--- src/rtl/uart_axil_master_if.sv ---
// Bundles the UART word-FIFO handshake and the AXI4-lite master channels
// into one port; the master modport is the command engine's view.
interface uart_axil_master_if #(
  parameter int ADDR_W = 32
);
  logic              rx_empty;
  logic [31:0]       rfifo_data_out;
  logic              rfifo_pop;
  logic              tx_full;
  logic              tfifo_push;
  logic [31:0]       tfifo_data_in;
  logic [ADDR_W-1:0] m_awaddr;
  logic              m_awvalid;
  logic              m_awready;
  logic [31:0]       m_wdata;
  logic [3:0]        m_wstrb;
  logic              m_wvalid;
  logic              m_wready;
  logic [1:0]        m_bresp;
  logic              m_bvalid;
  logic              m_bready;
  logic [ADDR_W-1:0] m_araddr;
  logic              m_arvalid;
  logic              m_arready;
  logic [31:0]       m_rdata;
  logic [1:0]        m_rresp;
  logic              m_rvalid;
  logic              m_rready;

  modport master (
    input  rx_empty, rfifo_data_out, tx_full,
    input  m_awready, m_wready, m_bresp, m_bvalid,
    input  m_arready, m_rdata, m_rresp, m_rvalid,
    output rfifo_pop, tfifo_push, tfifo_data_in,
    output m_awaddr, m_awvalid, m_wdata, m_wstrb, m_wvalid, m_bready,
    output m_araddr, m_arvalid, m_rready
  );

  modport slave (
    output rx_empty, rfifo_data_out, tx_full,
    output m_awready, m_wready, m_bresp, m_bvalid,
    output m_arready, m_rdata, m_rresp, m_rvalid,
    input  rfifo_pop, tfifo_push, tfifo_data_in,
    input  m_awaddr, m_awvalid, m_wdata, m_wstrb, m_wvalid, m_bready,
    input  m_araddr, m_arvalid, m_rready
  );
endinterface

--- src/rtl/uart_axil_master.sv ---
// Command engine: pops header/address/data words from the UART RX FIFO, runs one
// AXI4-lite read or write, and pushes a status word (plus read data) to the TX FIFO.
module uart_axil_master #(
  parameter int ADDR_W = 32
) (
  input  logic                clk,
  input  logic                rst,
  uart_axil_master_if.master  bus,
  output logic                busy
);

  typedef enum logic [3:0] {
    IDLE, GET_ADDR, GET_DATA, WR_REQ, WR_RESP, RD_REQ, RD_RESP, PUT_STAT, PUT_DATA
  } state_t;

  localparam logic [1:0] OP_WR = 2'b01;
  localparam logic [1:0] OP_RD = 2'b10;

  state_t            state_q;
  logic [1:0]        op_q;
  logic [3:0]        strb_q;
  logic [1:0]        resp_q;
  logic [31:0]       rdata_q;
  logic              pop_gap_q;
  logic              push_q;
  logic [31:0]       tdata_q;
  logic [ADDR_W-1:0] awaddr_q;
  logic [ADDR_W-1:0] araddr_q;
  logic [31:0]       wdata_q;
  logic [3:0]        wstrb_q;
  logic              awvalid_q;
  logic              wvalid_q;
  logic              bready_q;
  logic              arvalid_q;
  logic              rready_q;
  logic              aw_done;
  logic              w_done;

  function automatic logic [31:0] status_word(input logic [1:0] op, input logic [1:0] resp);
    logic bad;
    bad = (op != OP_WR) && (op != OP_RD);
    return {27'd0, bad, op, resp};
  endfunction

  // Pops skip the cycle after a pop so rx_empty reflects the FIFO's new head.
  assign bus.rfifo_pop = ~bus.rx_empty & ~pop_gap_q &
                         ((state_q == IDLE) || (state_q == GET_ADDR) || (state_q == GET_DATA));

  assign aw_done = ~awvalid_q | bus.m_awready;
  assign w_done  = ~wvalid_q | bus.m_wready;

  assign bus.tfifo_push    = push_q;
  assign bus.tfifo_data_in = tdata_q;
  assign bus.m_awaddr      = awaddr_q;
  assign bus.m_awvalid     = awvalid_q;
  assign bus.m_wdata       = wdata_q;
  assign bus.m_wstrb       = wstrb_q;
  assign bus.m_wvalid      = wvalid_q;
  assign bus.m_bready      = bready_q;
  assign bus.m_araddr      = araddr_q;
  assign bus.m_arvalid     = arvalid_q;
  assign bus.m_rready      = rready_q;
  assign busy              = (state_q != IDLE);

  always_ff @(posedge clk or posedge rst) begin
    if (rst) begin
      state_q   <= IDLE;
      op_q      <= 2'b00;
      strb_q    <= 4'h0;
      resp_q    <= 2'b00;
      rdata_q   <= 32'h0;
      pop_gap_q <= 1'b0;
      push_q    <= 1'b0;
      tdata_q   <= 32'h0;
      awaddr_q  <= '0;
      araddr_q  <= '0;
      wdata_q   <= 32'h0;
      wstrb_q   <= 4'h0;
      awvalid_q <= 1'b0;
      wvalid_q  <= 1'b0;
      bready_q  <= 1'b0;
      arvalid_q <= 1'b0;
      rready_q  <= 1'b0;
    end else begin
      pop_gap_q <= bus.rfifo_pop;
      case (state_q)
        IDLE: if (bus.rfifo_pop) begin
          op_q   <= bus.rfifo_data_out[1:0];
          strb_q <= bus.rfifo_data_out[7:4];
          resp_q <= 2'b00;
          if ((bus.rfifo_data_out[1:0] == OP_WR) || (bus.rfifo_data_out[1:0] == OP_RD)) begin
            state_q <= GET_ADDR;
          end else begin
            state_q <= PUT_STAT;
            // tx_full is checked one cycle ahead so the push can land on PUT_STAT entry.
            if (!bus.tx_full) begin
              push_q  <= 1'b1;
              tdata_q <= status_word(bus.rfifo_data_out[1:0], 2'b00);
            end
          end
        end
        GET_ADDR: if (bus.rfifo_pop) begin
          if (op_q == OP_WR) begin
            awaddr_q <= bus.rfifo_data_out[ADDR_W-1:0];
            state_q  <= GET_DATA;
          end else begin
            araddr_q  <= bus.rfifo_data_out[ADDR_W-1:0];
            arvalid_q <= 1'b1;
            state_q   <= RD_REQ;
          end
        end
        GET_DATA: if (bus.rfifo_pop) begin
          wdata_q   <= bus.rfifo_data_out;
          wstrb_q   <= strb_q;
          awvalid_q <= 1'b1;
          wvalid_q  <= 1'b1;
          state_q   <= WR_REQ;
        end
        WR_REQ: begin
          if (bus.m_awready) awvalid_q <= 1'b0;
          if (bus.m_wready)  wvalid_q  <= 1'b0;
          if (aw_done && w_done) begin
            bready_q <= 1'b1;
            state_q  <= WR_RESP;
          end
        end
        WR_RESP: if (bus.m_bvalid) begin
          bready_q <= 1'b0;
          resp_q   <= bus.m_bresp;
          state_q  <= PUT_STAT;
          if (!bus.tx_full) begin
            push_q  <= 1'b1;
            tdata_q <= status_word(op_q, bus.m_bresp);
          end
        end
        RD_REQ: if (bus.m_arready) begin
          arvalid_q <= 1'b0;
          rready_q  <= 1'b1;
          state_q   <= RD_RESP;
        end
        RD_RESP: if (bus.m_rvalid) begin
          rready_q <= 1'b0;
          rdata_q  <= bus.m_rdata;
          resp_q   <= bus.m_rresp;
          state_q  <= PUT_STAT;
          if (!bus.tx_full) begin
            push_q  <= 1'b1;
            tdata_q <= status_word(op_q, bus.m_rresp);
          end
        end
        // push_q high means the word is being pushed this cycle; clearing it forms the gap.
        PUT_STAT: begin
          if (push_q) begin
            push_q  <= 1'b0;
            state_q <= (op_q == OP_RD) ? PUT_DATA : IDLE;
          end else if (!bus.tx_full) begin
            push_q  <= 1'b1;
            tdata_q <= status_word(op_q, resp_q);
          end
        end
        PUT_DATA: begin
          if (push_q) begin
            push_q  <= 1'b0;
            state_q <= IDLE;
          end else if (!bus.tx_full) begin
            push_q  <= 1'b1;
            tdata_q <= rdata_q;
          end
        end
        default: state_q <= IDLE;
      endcase
    end
  end

endmodule

--- src/flat_wrapper.sv ---
// flat-port wrapper written by rule: the top's interface ports become plain ports
module uart_axil_master_flat 
#(
  parameter int ADDR_W = 32
)
  (clk, rst, busy, bus_rx_empty, bus_rfifo_data_out, bus_tx_full, bus_m_awready, bus_m_wready, bus_m_bresp, bus_m_bvalid, bus_m_arready, bus_m_rdata, bus_m_rresp, bus_m_rvalid, bus_rfifo_pop, bus_tfifo_push, bus_tfifo_data_in, bus_m_awaddr, bus_m_awvalid, bus_m_wdata, bus_m_wstrb, bus_m_wvalid, bus_m_bready, bus_m_araddr, bus_m_arvalid, bus_m_rready);
  uart_axil_master_if #(.ADDR_W(ADDR_W)) bus_i ();
  input  logic clk;
  input  logic rst;
  output logic busy;
  input wire logic [$bits(bus_i.rx_empty)-1:0] bus_rx_empty;
  input wire logic [$bits(bus_i.rfifo_data_out)-1:0] bus_rfifo_data_out;
  input wire logic [$bits(bus_i.tx_full)-1:0] bus_tx_full;
  input wire logic [$bits(bus_i.m_awready)-1:0] bus_m_awready;
  input wire logic [$bits(bus_i.m_wready)-1:0] bus_m_wready;
  input wire logic [$bits(bus_i.m_bresp)-1:0] bus_m_bresp;
  input wire logic [$bits(bus_i.m_bvalid)-1:0] bus_m_bvalid;
  input wire logic [$bits(bus_i.m_arready)-1:0] bus_m_arready;
  input wire logic [$bits(bus_i.m_rdata)-1:0] bus_m_rdata;
  input wire logic [$bits(bus_i.m_rresp)-1:0] bus_m_rresp;
  input wire logic [$bits(bus_i.m_rvalid)-1:0] bus_m_rvalid;
  output wire logic [$bits(bus_i.rfifo_pop)-1:0] bus_rfifo_pop;
  output wire logic [$bits(bus_i.tfifo_push)-1:0] bus_tfifo_push;
  output wire logic [$bits(bus_i.tfifo_data_in)-1:0] bus_tfifo_data_in;
  output wire logic [$bits(bus_i.m_awaddr)-1:0] bus_m_awaddr;
  output wire logic [$bits(bus_i.m_awvalid)-1:0] bus_m_awvalid;
  output wire logic [$bits(bus_i.m_wdata)-1:0] bus_m_wdata;
  output wire logic [$bits(bus_i.m_wstrb)-1:0] bus_m_wstrb;
  output wire logic [$bits(bus_i.m_wvalid)-1:0] bus_m_wvalid;
  output wire logic [$bits(bus_i.m_bready)-1:0] bus_m_bready;
  output wire logic [$bits(bus_i.m_araddr)-1:0] bus_m_araddr;
  output wire logic [$bits(bus_i.m_arvalid)-1:0] bus_m_arvalid;
  output wire logic [$bits(bus_i.m_rready)-1:0] bus_m_rready;
  assign bus_i.rx_empty = bus_rx_empty;
  assign bus_i.rfifo_data_out = bus_rfifo_data_out;
  assign bus_i.tx_full = bus_tx_full;
  assign bus_i.m_awready = bus_m_awready;
  assign bus_i.m_wready = bus_m_wready;
  assign bus_i.m_bresp = bus_m_bresp;
  assign bus_i.m_bvalid = bus_m_bvalid;
  assign bus_i.m_arready = bus_m_arready;
  assign bus_i.m_rdata = bus_m_rdata;
  assign bus_i.m_rresp = bus_m_rresp;
  assign bus_i.m_rvalid = bus_m_rvalid;
  assign bus_rfifo_pop = bus_i.rfifo_pop;
  assign bus_tfifo_push = bus_i.tfifo_push;
  assign bus_tfifo_data_in = bus_i.tfifo_data_in;
  assign bus_m_awaddr = bus_i.m_awaddr;
  assign bus_m_awvalid = bus_i.m_awvalid;
  assign bus_m_wdata = bus_i.m_wdata;
  assign bus_m_wstrb = bus_i.m_wstrb;
  assign bus_m_wvalid = bus_i.m_wvalid;
  assign bus_m_bready = bus_i.m_bready;
  assign bus_m_araddr = bus_i.m_araddr;
  assign bus_m_arvalid = bus_i.m_arvalid;
  assign bus_m_rready = bus_i.m_rready;
  uart_axil_master #(.ADDR_W(ADDR_W)) u_core (.clk(clk), .rst(rst), .bus(bus_i), .busy(busy));
endmodule
--- config.mk ---
export PLATFORM = sky130hd
export DESIGN_NAME = uart_axil_master_flat
export DESIGN_NICKNAME = d
export VERILOG_FILES = /design/src/rtl/uart_axil_master_if.sv /design/src/rtl/uart_axil_master.sv /design/src/flat_wrapper.sv
export SDC_FILE = /design/constraint.sdc
export NUM_CORES = 1
export LEC_CHECK = 0
export BUFFER_PORTS_ARGS = -buffer_cell sky130_fd_sc_hd__buf_4
export CORE_AREA = 2 2 121 123
export CTS_BUF_LIST = sky130_fd_sc_hd__clkbuf_8
export DETAILED_ROUTE_END_ITERATION = 10
export DIE_AREA = 0 0 123 125
export PLACE_DENSITY = 0.92
export SYNTH_ARGS = -nofsm -noshare
export SYNTH_HDL_FRONTEND = slang
export SYNTH_SLANG_ARGS = --single-unit
--- constraint.sdc ---
create_clock -name clk -period 6.2 [get_ports clk]
set_input_delay 0.62 -clock clk [delete_from_list [all_inputs] [get_ports clk]]
set_output_delay 0.62 -clock clk [all_outputs]
set_load 0.05 [all_outputs]
* Word level (Yosys, flattened, before mapping)
Index checks and enable logic that the tools add are counted.
** Storage, ports and cells
- Bits in registers :: 183
- Bits in latches :: 0
- Bits in writable memories :: 0
- ROM bits :: 0
- Output and inout bits :: 140
- Logic and storage cells :: 144
- Memories kept :: 0
** Operators by class
- Add/subtract/negate cells :: 0
- Multiply operators :: 0
- Divide/modulo/power cells :: 0
- $lt $le $gt $ge :: 0
- Equal/unequal tests :: 36
- Shifts and indexed selects :: 0
- Mux-type cells :: 52
- Bitwise logic cells :: 9
- Reductions and logical operators :: 30
** Operator list (count)
- $mux W32 :: 11
- $pmux W32 S5 :: 1
- $mux W4 :: 10
- $pmux W4 S9 :: 1
- $ne A2 B2 Y1 const B :: 16
- $reduce_and A3 Y1 :: 6
- $mux W1 :: 17
- $eq A4 B3 Y1 const B :: 4
- $ne A2 B1 Y1 const B :: 8
- $reduce_and A12 Y1 :: 1
- $pmux W1 S2 :: 5
- $reduce_and A9 Y1 :: 1
- $eq A4 B2 Y1 const B :: 2
- $reduce_and A4 Y1 :: 2
- $reduce_bool A2 Y1 :: 4
- $reduce_bool A4 Y1 :: 2
- $mux W2 :: 3
- $mux W3 :: 2
- $pmux W2 S3 :: 1
- $reduce_and A2 Y1 :: 3
- $not A1 Y1 :: 5
- $reduce_and A5 Y1 :: 1
- $reduce_bool A5 Y1 :: 1
- $eq A2 B1 Y1 const B :: 2
- other kinds (11) :: 18

* Depth between registers and ports, before layout
Gate-level depths: netlist of the first run.
- Depth after elaboration :: 6
- Depth in mapped cells :: 8

* Worst setup path before layout of the first run
OpenSTA, ideal clock, no wires.
- Kind :: register to output
- Start point :: register u_core.state_q[3]
- End point :: output port bus_rfifo_pop
- Arrival time :: 1.725 ns
- Slack :: 3.855 ns
- Stages on the path, launching flop included :: 5
- Buffers on the path :: 1
- Path through :: dfrtp_1 -> buf_2 -> nor2_1 -> nand2_1 -> nor2_1
** Between the ends
- Word-level cells in the longest chain between the ends :: 4
- Elaborated cells on any way between the ends :: 6
- Classes of those cells :: eq/ne (2); bitwise (1); reduce/logical (3)
** RTL lines
- start: declaration :: RTL line uart_axil_master.sv:19 : state_t state_q;
- start signal: assignment :: RTL line uart_axil_master.sv:155 : state_q <= (op_q == OP_RD) ? PUT_DATA : IDLE;
- $eq A4 B1 Y1 / $logic_not A4 Y1 (equally long branches) :: RTL line uart_axil_master.sv:47 : ((state_q == IDLE) || (state_q == GET_ADDR) || (state_q == GET_DATA));
- $logic_or A1 B1 Y1 :: RTL line uart_axil_master.sv:47
- $logic_or A1 B1 Y1 (*) :: RTL line uart_axil_master.sv:47
- $and A1 B1 Y1 (*) :: RTL line uart_axil_master.sv:46 : assign bus.rfifo_pop = ~bus.rx_empty & ~pop_gap_q &
- end: declaration :: RTL line flat_wrapper.sv:22 : output wire logic [$bits(bus_i.rfifo_pop)-1:0] bus_rfifo_pop;
Every way passes the cells marked *; elsewhere a longest branch is shown, timed or not.

* Worst setup path after layout of the first run
- Start point :: register u_core.state_q[2]
- End point :: register u_core.tdata_q[17] (netlist: u_core.bus.tfifo_data_in[17])
** Between the ends
- Word-level cells in the longest chain between the ends :: 6
- Elaborated cells on any way between the ends :: 24
- Classes of those cells :: eq/ne (17); mux (1); bitwise (1); reduce/logical (5)
** RTL lines
- $eq A4 B1 Y1 / $logic_not A4 Y1 (equally long branches) :: RTL line uart_axil_master.sv:47, uart_axil_master.sv:86
- $logic_or A1 B1 Y1 (2 in series) :: RTL line uart_axil_master.sv:47
- $and A1 B1 Y1 :: RTL line uart_axil_master.sv:46
- $ne A2 B1 Y1 (no line)
- $reduce_and A12 Y1 (no line)
- end signal: assignment :: RTL line uart_axil_master.sv:98 : tdata_q <= status_word(bus.rfifo_data_out[1:0], 2'b00);
- end signal: assignment :: RTL line uart_axil_master.sv:133 : tdata_q <= status_word(op_q, bus.m_bresp);
- end signal: assignment :: RTL line uart_axil_master.sv:148 : tdata_q <= status_word(op_q, bus.m_rresp);
- end: declaration :: RTL line uart_axil_master.sv:26 : logic [31:0] tdata_q;
Several ways; a longest one is shown, not always the timed one.
A chain may end at the register's enable or synchronous reset.

==> impl_metrics.tcl, run 1 <==
set metrics [dict create \
    status "completed" \
    netlist_top_cells_count "dfrtp_1 (183), mux2_2 (135), nand2_1 (75)" \
    cts_tree "done" \
    drt-initial-drc-count 314 \
    synth_edf_count 0 \
    cts-root-buf "clkbuf_8" \
    drive_gt1_share_pct 50.8 \
    groute.usage.overall_pct 23.8 \
    routed_via_density 5.36 \
    slew_violations 0 \
    ant_nets 0 \
    synth_most_common_cell "dfrtp_1" \
    min_period_ps 3150 \
    antenna_found_initial 0 \
    hold_class "in -> reg" \
    synth_area_leader_cell "dfrtp_1" \
    syn2layout_area_growth_pct 29.4 \
    h-tree-depth 4 \
    worst_pin_slew_ps 1090 \
    max_freq_ghz 0.317 \
    grt_pass1_vias 5380 \
    die_area_mm2 0.0154 \
    postCtsSetupBuffers 0 \
    max_slew_margin_pct 27.4 \
    powerDensity_mw_per_mm2 582 \
    grt_max_degree 124 \
    critical_path.max_stage_delay_ps 1110 \
    timing.final.crit_share_pct 50.9 \
    gp_congestion 0.826 \
    ys_seq_area_share_pct 62.3 \
    fin_setup_tns_ps 0 \
    synth-async-reset-ratio_pct 100 \
    synth_cell_types 38 \
    antenna_cells 0 \
    grt_overflow 0 \
    fin_skew_ps 13.0 \
    netlist.area_leader.share_pct 62.3 \
    dp_hpwl_um 12400 \
    syn_area_mm2 0.00735 \
    p_leak_nw 4.59 \
    ys_seq_elements 183 \
    synth_area_leaders "dfrtp_1 (62%), mux2_2 (21%), nand2_1 (3.8%)" \
    grt_pass1_wl_um 28200 \
    path_max_fanout 65 \
    portBuffers 216 \
    synth_area_per_cell_um2 13.1 \
    cts_hold_buf 0 \
    crit_path_cell_trace "nor2b_1 > a221oi_1 > or4_2 > nand2_1 > o21ai_0" \
    via_count 5176 \
    fillCellCount 1012 \
    wirelength_um 17800 \
    worst_slack_ps 3050 \
    cts_inserted_buffers 17 \
    initial_core_util_pct 51.8 \
    clk_pin_slew_ps 90 \
    critPathKind "reg -> reg" \
    cp_data_arrival_time_ps 3440 \
    dr.pass1.iters 5 \
    clock_path_buffers 2 \
    synthFlopType "dfrtp_1" \
    yosys_warnings 0 \
    fp.dieH_um 125 \
    maxCapViolCount 0 \
    syn_inst 560 \
    clkLatencyLatePin_ps 460 \
    drcViolationCount 0 \
    routedWlPerCell_um 18.4 \
    irDropWorstVdd_v 0.000493 \
    critPathSlowestCell "or4_2" \
    finalSetupViolations 0 \
    hold_violations 0 \
    cts_repair_resize_count 0 \
    required_ps 6490 \
    worstSetupStartpointType "register" \
    die_w_um 123 \
    syn-num-nets 639 \
    cts_sinks 183 \
    nets 848 \
    rows 44 \
    core-area_mm2 0.0142 \
    rsz0062_at_grt "no" \
    num_io_pins 217 \
    place_ws_ps 3090 \
    end_kind "register" \
]
worst max-delay path: cells and delay by family (launching register included):
| family | cells | cell delay (ps) |
|---|---|---|
| compound gates | 2 | 310 |
| flops | 1 | 700 |
| simple gates | 3 | 1960 |
sequential cells by signal, summed over array words and instances, names as in the netlist, 4 cells and up:
name / flops
u_core.bus.m_awaddr: 32
u_core.rdata_q: 32
u_core.state_q: 4
u_core.bus.tfifo_data_in: 32
u_core.bus.m_wstrb: 4
u_core.bus.m_araddr: 32
u_core.bus.m_wdata: 32
u_core.strb_q: 4
power breakdown:
part	internal (W)	total [W]	switching, W
Combinational	0.000974	0.00276	0.00179
Sequential	0.00166	0.00198	0.000323
Clock	0.000372	0.000799	0.000427
layout by cell type (no fill, tap or decap), drive strengths merged, types with 2 or more instances in the layout:
cell,count
buf,222
dfrtp,183
mux2,137
nand2,75
o21ai,51
clkbuf,18
inv,17
nor2,13
nand3,9
a21oi,8
a221oi,4
clkinv,4
nor3,4
nand2b,3
o41ai,3
or4,3
nand4,2
a21o,2
mux2i,2
a22oi,2
ha,2
bufinv,2
clkinvlp,2
worst paths after layout:
check,cells past startpoint,endpoint,startpoint,slack (ps)
max in group asynchronous,3,u_core.bus.m_awaddr[11]$_DFFE_PP0P_,rst,4350
hold / removal,2,u_core.bus.m_wvalid$_DFFE_PP0P_,bus_m_wready,360
hold reg to reg,2,u_core.resp_q[1]$_DFFE_PP0P_,u_core.resp_q[1]$_DFFE_PP0P_,480
min in group asynchronous,2,u_core.bus.m_awaddr[29]$_DFFE_PP0P_,rst,410
setup reg to reg,5,u_core.bus.tfifo_data_in[17]$_DFFE_PP0P_,u_core.state_q[2]$_DFFE_PP0P_,3050
setup / recovery,5,u_core.bus.tfifo_data_in[17]$_DFFE_PP0P_,u_core.state_q[2]$_DFFE_PP0P_,3050
kinds of logic after synthesis:
logic type | share of synthesized area (%)
XOR/XNOR | 0.238
flip-flops | 62.3
buffers and inverters | 2.64
AO/OA/AOI/OAI | 6.33
multiplexers | 21.4
adder cells (fa/ha/maj) | 0.340
AND/OR/NAND/NOR | 6.81
through the flow:
stage                     power (W)  area [µm²]  hold slack [ps]  std cells  util, %
after floorplan             0.00392        7350              443        560        -
after global placement      0.00468        9120              456        934     64.2
after detailed placement    0.00477        9120              460        934     64.2
after CTS                   0.00558        9520              335        966     67.0
after global routing        0.00581        9520              340        966     67.0
final                       0.00554        9520              365        966     67.0
area by class of cell:
class	instances	area (µm²)	share of cell area, %
clock buffers	18	248	2.60
inverters	11	46.3	0.486
repair buffers	222	1670	17.5
flip-flops and latches	183	4580	48.1
well taps	184	230	2.42
multi-input cells	334	2600	27.3
clock inverters	14	149	1.56
layer usage:
metal / up-vias / part of all wire (%) / global-route usage (%)
met2: 212 / 50 / 39.6
met5: - / 0 / 0
met3: 16 / 10 / 9.76
met4: 0 / 0.91 / 5.82
met1: 2580 / 39 / 29.0
li1: 2368 / - / -
Power figures use the tool's default switching activity.
==> run 2: changes to the inputs <==
ABC_AREA = 1   (was not set)
PLACE_DENSITY = 0.93   (was 0.92)
clock period = 3.14 ns   (was 6.2 ns; I/O delays follow)
==> run 2 against run 1 <==
Combinational power grew 95%. Highest routed layer unchanged. Synthesized area grew 2.2%. Cell count grew 32%. Largest cell class unchanged.
==> impl_metrics.tcl, run 2 <==
set metrics [dict create \
    status "completed" \
    p_clk_share_pct 16.1 \
    fillCellCount 1058 \
    cts_hold_buf 0 \
    finalSetupViolations 0 \
    synth_cell_types 22 \
    cts_inserted_buffers 17 \
    syn_area_mm2 0.00751 \
    grt_pass1_wl_um 31900 \
    synth_most_common_cell "nand2_1" \
    num_io_pins 217 \
    p_switching_w 0.00533 \
    intPower_w 0.00554 \
    nets 1154 \
    slew_violations 0 \
    end_kind "register" \
    ant_nets 0 \
    seq_power_share_pct 34.5 \
    dr.pass1.iters 4 \
    ys_seq_area_share_pct 60.9 \
    groute.usage.overall_pct 26.2 \
    netlist.area_leader.share_pct 60.9 \
    routedWlPerCell_um 15.3 \
    grt_max_degree 70 \
    die_area_mm2 0.0154 \
    r2r-end "u_core.bus.tfifo_data_in[7]$_DFFE_PP0P_" \
    synth_area_per_cell_um2 8.68 \
    maxCapViolCount 0 \
    yosys_warnings 0 \
    multi_input_area_mm2 0.00242 \
    combPwrFrac_pct 49.4 \
    clk_pin_slew_ps 110 \
    cts_sinks 183 \
    dp_hpwl_um 13800 \
    synthFlopType "dfrtp_1" \
    fin_skew_ps 17.5 \
    fin_setup_tns_ps 0 \
    postCtsSetupBuffers 0 \
    hold_slack_ps 42.0 \
    r2r-start "u_core.state_q[0]$_DFFE_PP0P_" \
    place_ws_ps 732 \
    irDropWorstVdd_v 0.000798 \
    gp_congestion 0.903 \
    grt_pass1_vias 6629 \
    worstSetupStartpointType "register" \
    grt_overflow 0 \
    initial_core_util_pct 52.9 \
    cts-root-buf "clkbuf_8" \
    netSwitchingFraction_pct 49.0 \
    hold_class "in -> async" \
    rrSetupSlack_ps 700 \
    cts_tree "done" \
    final_cell_mix "nand2_1 (235), buf_4 (228), dfrtp_1 (183), nor2_1 (101), inv_1 (83)" \
    p_total_w 0.0109 \
    layout_commonest_cell "nand2_1" \
    cts_repair_resize_count 0 \
    drt-initial-drc-count 538 \
    netlist_top_cells_count "nand2_1 (236), dfrtp_1 (183), nor2_1 (101)" \
    p_leak_nw 5.43 \
    syn-num-nets 945 \
    required_ps 3480 \
    max_freq_ghz 0.410 \
    synth_area_leaders "dfrtp_1 (61%), nand2_1 (12%), nor2_1 (5.0%)" \
    antenna_found_initial 0 \
    core-area_mm2 0.0142 \
    regArea_mm2 0.00458 \
    min_period_ps 2440 \
    h-tree-depth 4 \
    clkLatencyLatePin_ps 460 \
    syn2layout_area_growth_pct 29.9 \
    hold_violations 0 \
    r2r.worst_path.cells 9 \
    max_slew_margin_pct 29.8 \
    ys_seq_elements 183 \
    via_count 6565 \
    synth-async-reset-ratio_pct 100 \
    portBuffers 216 \
    fp.dieH_um 125 \
    timing.final.crit_share_pct 77.6 \
    rsz0062_at_grt "no" \
    critPathKind "reg -> reg" \
    powerDensity_mw_per_mm2 1110 \
    drcViolationCount 0 \
    synth_edf_count 0 \
    rows 44 \
    cp_data_arrival_time_ps 2780 \
    synth_area_leader_cell "dfrtp_1" \
    worst_slack_ps 703 \
    path_max_fanout 33 \
    antenna_cells 0 \
    clock_path_buffers 2 \
    die_w_um 123 \
    drive_gt1_share_pct 25.8 \
    routed_via_density 5.16 \
    worst_pin_slew_ps 1050 \
    syn_inst 866 \
    wirelength_um 19500 \
]
run 2: cell count changes in the layout (fill, tap and decap cells not counted), moves of 4 or more:
| cell | delta |
|---|---|
| a21oi_1 | +52 |
| a221oi_1 | -4 |
| buf_4 | +6 |
| inv_1 | +71 |
| inv_2 | +5 |
| mux2_2 | -135 |
| nand2_1 | +160 |
| nand3_1 | +51 |
| nor2_1 | +88 |
| nor2_2 | +7 |
| o21ai_0 | +22 |
| o21ai_1 | +5 |
run 2: cells by family (layout without fill, tap and decap cells):
group | count (synthesis) | after routing | share of synthesized area (%)
fa+ha+maj | 2 | 2 | 0.333
compound gates | 140 | 140 | 9.39
simple gates | 412 | 412 | 22.4
flops | 183 | 183 | 60.9
buf+inv | 129 | 351 | 6.91
run 2: worst max path at each step:
stage	slack [ps]	cells after the start	start	endpoint
finish	700	9	u_core.state_q[0]$_DFFE_PP0P_	u_core.bus.tfifo_data_in[7]$_DFFE_PP0P_
global placement	840	9	u_core.state_q[0]$_DFFE_PP0P_	u_core.bus.tfifo_data_in[24]$_DFFE_PP0P_
floorplan	480	1	rst	u_core.bus.m_araddr[0]$_DFFE_PP0P_
global route	500	9	u_core.state_q[0]$_DFFE_PP0P_	u_core.bus.tfifo_data_in[7]$_DFFE_PP0P_
CTS	700	9	u_core.state_q[0]$_DFFE_PP0P_	u_core.bus.tfifo_data_in[7]$_DFFE_PP0P_
detailed placement	730	9	u_core.state_q[0]$_DFFE_PP0P_	u_core.bus.tfifo_data_in[7]$_DFFE_PP0P_
run 2: per-layer routing:
layer  GRT usage (%)  wire length (µm)
met3            9.26              1890
met5               0                 0
met4            8.02               339
met2            42.9              9480
met1            32.6              7740
run 2: final cells by class:
class / count / share of cell area, %
flip-flops and latches: 183 / 46.9
inverters: 89 / 3.46
clock inverters: 15 / 2.15
clock buffers: 17 / 2.40
well taps: 184 / 2.36
repair buffers: 230 / 17.9
multi-input cells: 554 / 24.8
run 2: through the flow:
stage	util (%)	std cells	instance area (µm²)
after global placement	65.6	1240	9320
after CTS	68.7	1272	9760
after detailed placement	65.6	1240	9320
final	68.7	1272	9760
after global routing	68.7	1272	9760
after floorplan	-	866	7520
run 2: critical path, stage by stage, from the launching register on:
cell     delay [ps]
dfrtp_1         510
nand2_1         220
nor2_1          120
nand2_1          70
nand2_1          60
nor2_2           70
buf_4           340
nand3_2         610
nand2_1         240
nand2_1          80
run 2: power by group through the flow:
stage          Combinational (W)  Clock (W)  Sequential (W)
3_3_place_gp             0.00526          0         0.00372
2_1_floorplan            0.00166          0         0.00581
5_1_grt                  0.00574    0.00188         0.00384
3_5_place_dp             0.00540          0         0.00375
4_1_cts                  0.00539    0.00177         0.00374
6_report                 0.00537    0.00175         0.00375
==> run 3: changes to the inputs <==
CORE_AREA = 2 2 127 129   (was 2 2 121 123)
DIE_AREA = 0 0 129 131   (was 0 0 123 125)
PLACE_DENSITY = 0.89   (was 0.93)
clock period = 2.13 ns   (was 3.14 ns; I/O delays follow)
==> run 3 against run 2 <==
Clock skew decreased by 2.0 ps. Cell area increased by 5.4%. Hold slack got worse by 16 ps. Core utilization decreased by 2.8 points. Register-to-register slack got worse by 530 ps. Largest cell class unchanged. Clock-buffer cell count increased by 1. Critical path depth decreased by 5. Sequential power increased by 48%. Global-route usage decreased by 0.38 points. Highest routed layer unchanged.
==> impl_metrics.tcl, run 3 (synthesized netlist as in run 2, its figures left out) <==
set metrics [dict create \
    status "completed" \
    fillCellCount 1160 \
    met2_usage_pct 43.7 \
    cts_hold_buf 40 \
    drcViolationCount 0 \
    finalNonFillerCells 1351 \
    drive_gt1_share_pct 25.4 \
    required_ps 1920 \
    irDropWorstVdd_v 0.00114 \
    maxCapViolCount 0 \
    core-area_mm2 0.0156 \
    min_period_ps 1990 \
    worstSetupStartpointType "register" \
    path_max_fanout 9 \
    fin_skew_ps 15.5 \
    r2r-end "u_core.bus.tfifo_data_in[28]$_DFFE_PP0P_" \
    via_count 6871 \
    portBuffers 216 \
    cts_repair_resize_count 0 \
    num_io_pins 217 \
    cp-startpoint "u_core.state_q[0]$_DFFE_PP0P_" \
    cts_sinks 183 \
    final_cell_mix "nand2_1 (235), buf_4 (230), dfrtp_1 (183), nor2_1 (101), inv_1 (83)" \
    busiest_layer "met2" \
    hold_violations 0 \
    clkLatencyLatePin_ps 470 \
    critPathKind "reg -> out" \
    antenna_cells 0 \
    cts_inserted_buffers 17 \
    crit_path_cell_trace "nand2_1 > nand3_1 > inv_2 > buf_4" \
    gp_congestion 0.927 \
    cts-root-buf "clkbuf_8" \
    ant_nets 0 \
    max_slew_margin_pct 55.4 \
    critical_path.max_stage_delay_ps 580 \
    timing.final.crit_share_pct 93.4 \
    grt_overflow 0 \
    rows 46 \
    drt-initial-drc-count 444 \
    clk_pin_slew_ps 100 \
    rsz0062_at_grt "no" \
    routed_via_density 5.09 \
    syn2layout_area_growth_pct 36.9 \
    grt_max_degree 65 \
    postCtsSetupBuffers 0 \
    antenna_found_initial 0 \
    hold_class "in -> reg" \
    die_area_mm2 0.0169 \
    p_leak_nw 5.66 \
    fp.dieH_um 131 \
    initial_core_util_pct 48.2 \
    max_freq_ghz 0.503 \
    r2r.worst_path.cells 8 \
    finalSetupViolations 0 \
    dr.pass1.iters 5 \
    end_kind "output pin" \
    die_w_um 129 \
    hold_depth 3 \
    placed_cell_area_mm2 0.00947 \
    dp.cells 1279 \
    nets 1201 \
    h-tree-depth 4 \
    layout_commonest_cell "nand2_1" \
    min_from "bus_m_rdata[19]" \
    cts_tree "done" \
    worst_pin_slew_ps 668 \
    grt_pass1_wl_um 33900 \
    grt_pass1_vias 6827 \
    grtUsageMet3_pct 8.43 \
    slew_violations 0 \
    use_met1_pct 31.2 \
    stdcell_area_mm2 0.0103 \
    worst_hold_path.endpoint "u_core.rdata_q[19]$_DFFE_PP0P_" \
    wirelength_um 21400 \
    clock_path_buffers 2 \
    rrSetupSlack_ps 170 \
    routedWlPerCell_um 15.8 \
    r2r-start "u_core.state_q[0]$_DFFE_PP0P_" \
    dp_hpwl_um 14100 \
    powerDensity_mw_per_mm2 1570 \
    critPathSlowestCell "dfrtp_1" \
    groute.usage.overall_pct 25.8 \
    cp_data_arrival_time_ps 1780 \
]
==> run 3: how the worst max path moves through the flow <==
stage / endpoint / slack, ps
final: bus_rfifo_pop / 140
after global routing: bus_rfifo_pop / 20
after CTS: bus_rfifo_pop / 130
after detailed placement: u_core.bus.tfifo_data_in[28]$_DFFE_PP0P_ / 270
after global placement: u_core.bus.tfifo_data_in[12]$_DFFE_PP0P_ / 300
after floorplan: u_core.bus.m_araddr[0]$_DFFE_PP0P_ / -430
==> run 3: power breakdown <==
part | internal [W] | leakage (nW) | switching [W]
Clock | 0.00112 | 0.216 | 0.00135
Sequential | 0.00475 | 2.30 | 0.000799
Combinational | 0.00233 | 3.14 | 0.00582
Total | 0.00819 | 5.66 | 0.00797
==> run 3: final cells by class <==
type | instances | area, µm² | area share (%)
Clock inverter | 14 | 164 | 1.59
Inverter | 89 | 338 | 3.28
Multi-Input combinational cell | 554 | 2420 | 23.5
Sequential cell | 183 | 4580 | 44.5
Timing Repair Buffer | 277 | 2270 | 22.0
Clock buffer | 18 | 248 | 2.41
Tap cell | 216 | 270 | 2.63
==> run 3: worst max-delay path: cells and delay by family (launching register included) <==
| kind | cells | cell delay (ps) |
|---|---|---|
| flops | 1 | 580 |
| buf+inv | 2 | 260 |
| simple gates | 2 | 460 |
==> run 3: per-stage QoR <==
step	power, W	setup TNS [ps]	worst slack, ps	utilization (%)	hold WS, ps
3_5_place_dp	0.0136	0	267	60.7	359
2_1_floorplan	0.0110	-79340	-434	-	349
5_1_grt	0.0170	0	18.8	65.9	12.6
6_report	0.0162	0	141	65.9	25.5
4_1_cts	0.0161	0	131	65.9	0.347
3_3_place_gp	0.0133	0	305	60.7	349
==> run 3: per-layer routing <==
layer	share of wire, %	up-vias
li1	-	3225
met1	40	3284
met2	50	328
met3	8.8	34
met4	1.7	0
met5	0	-
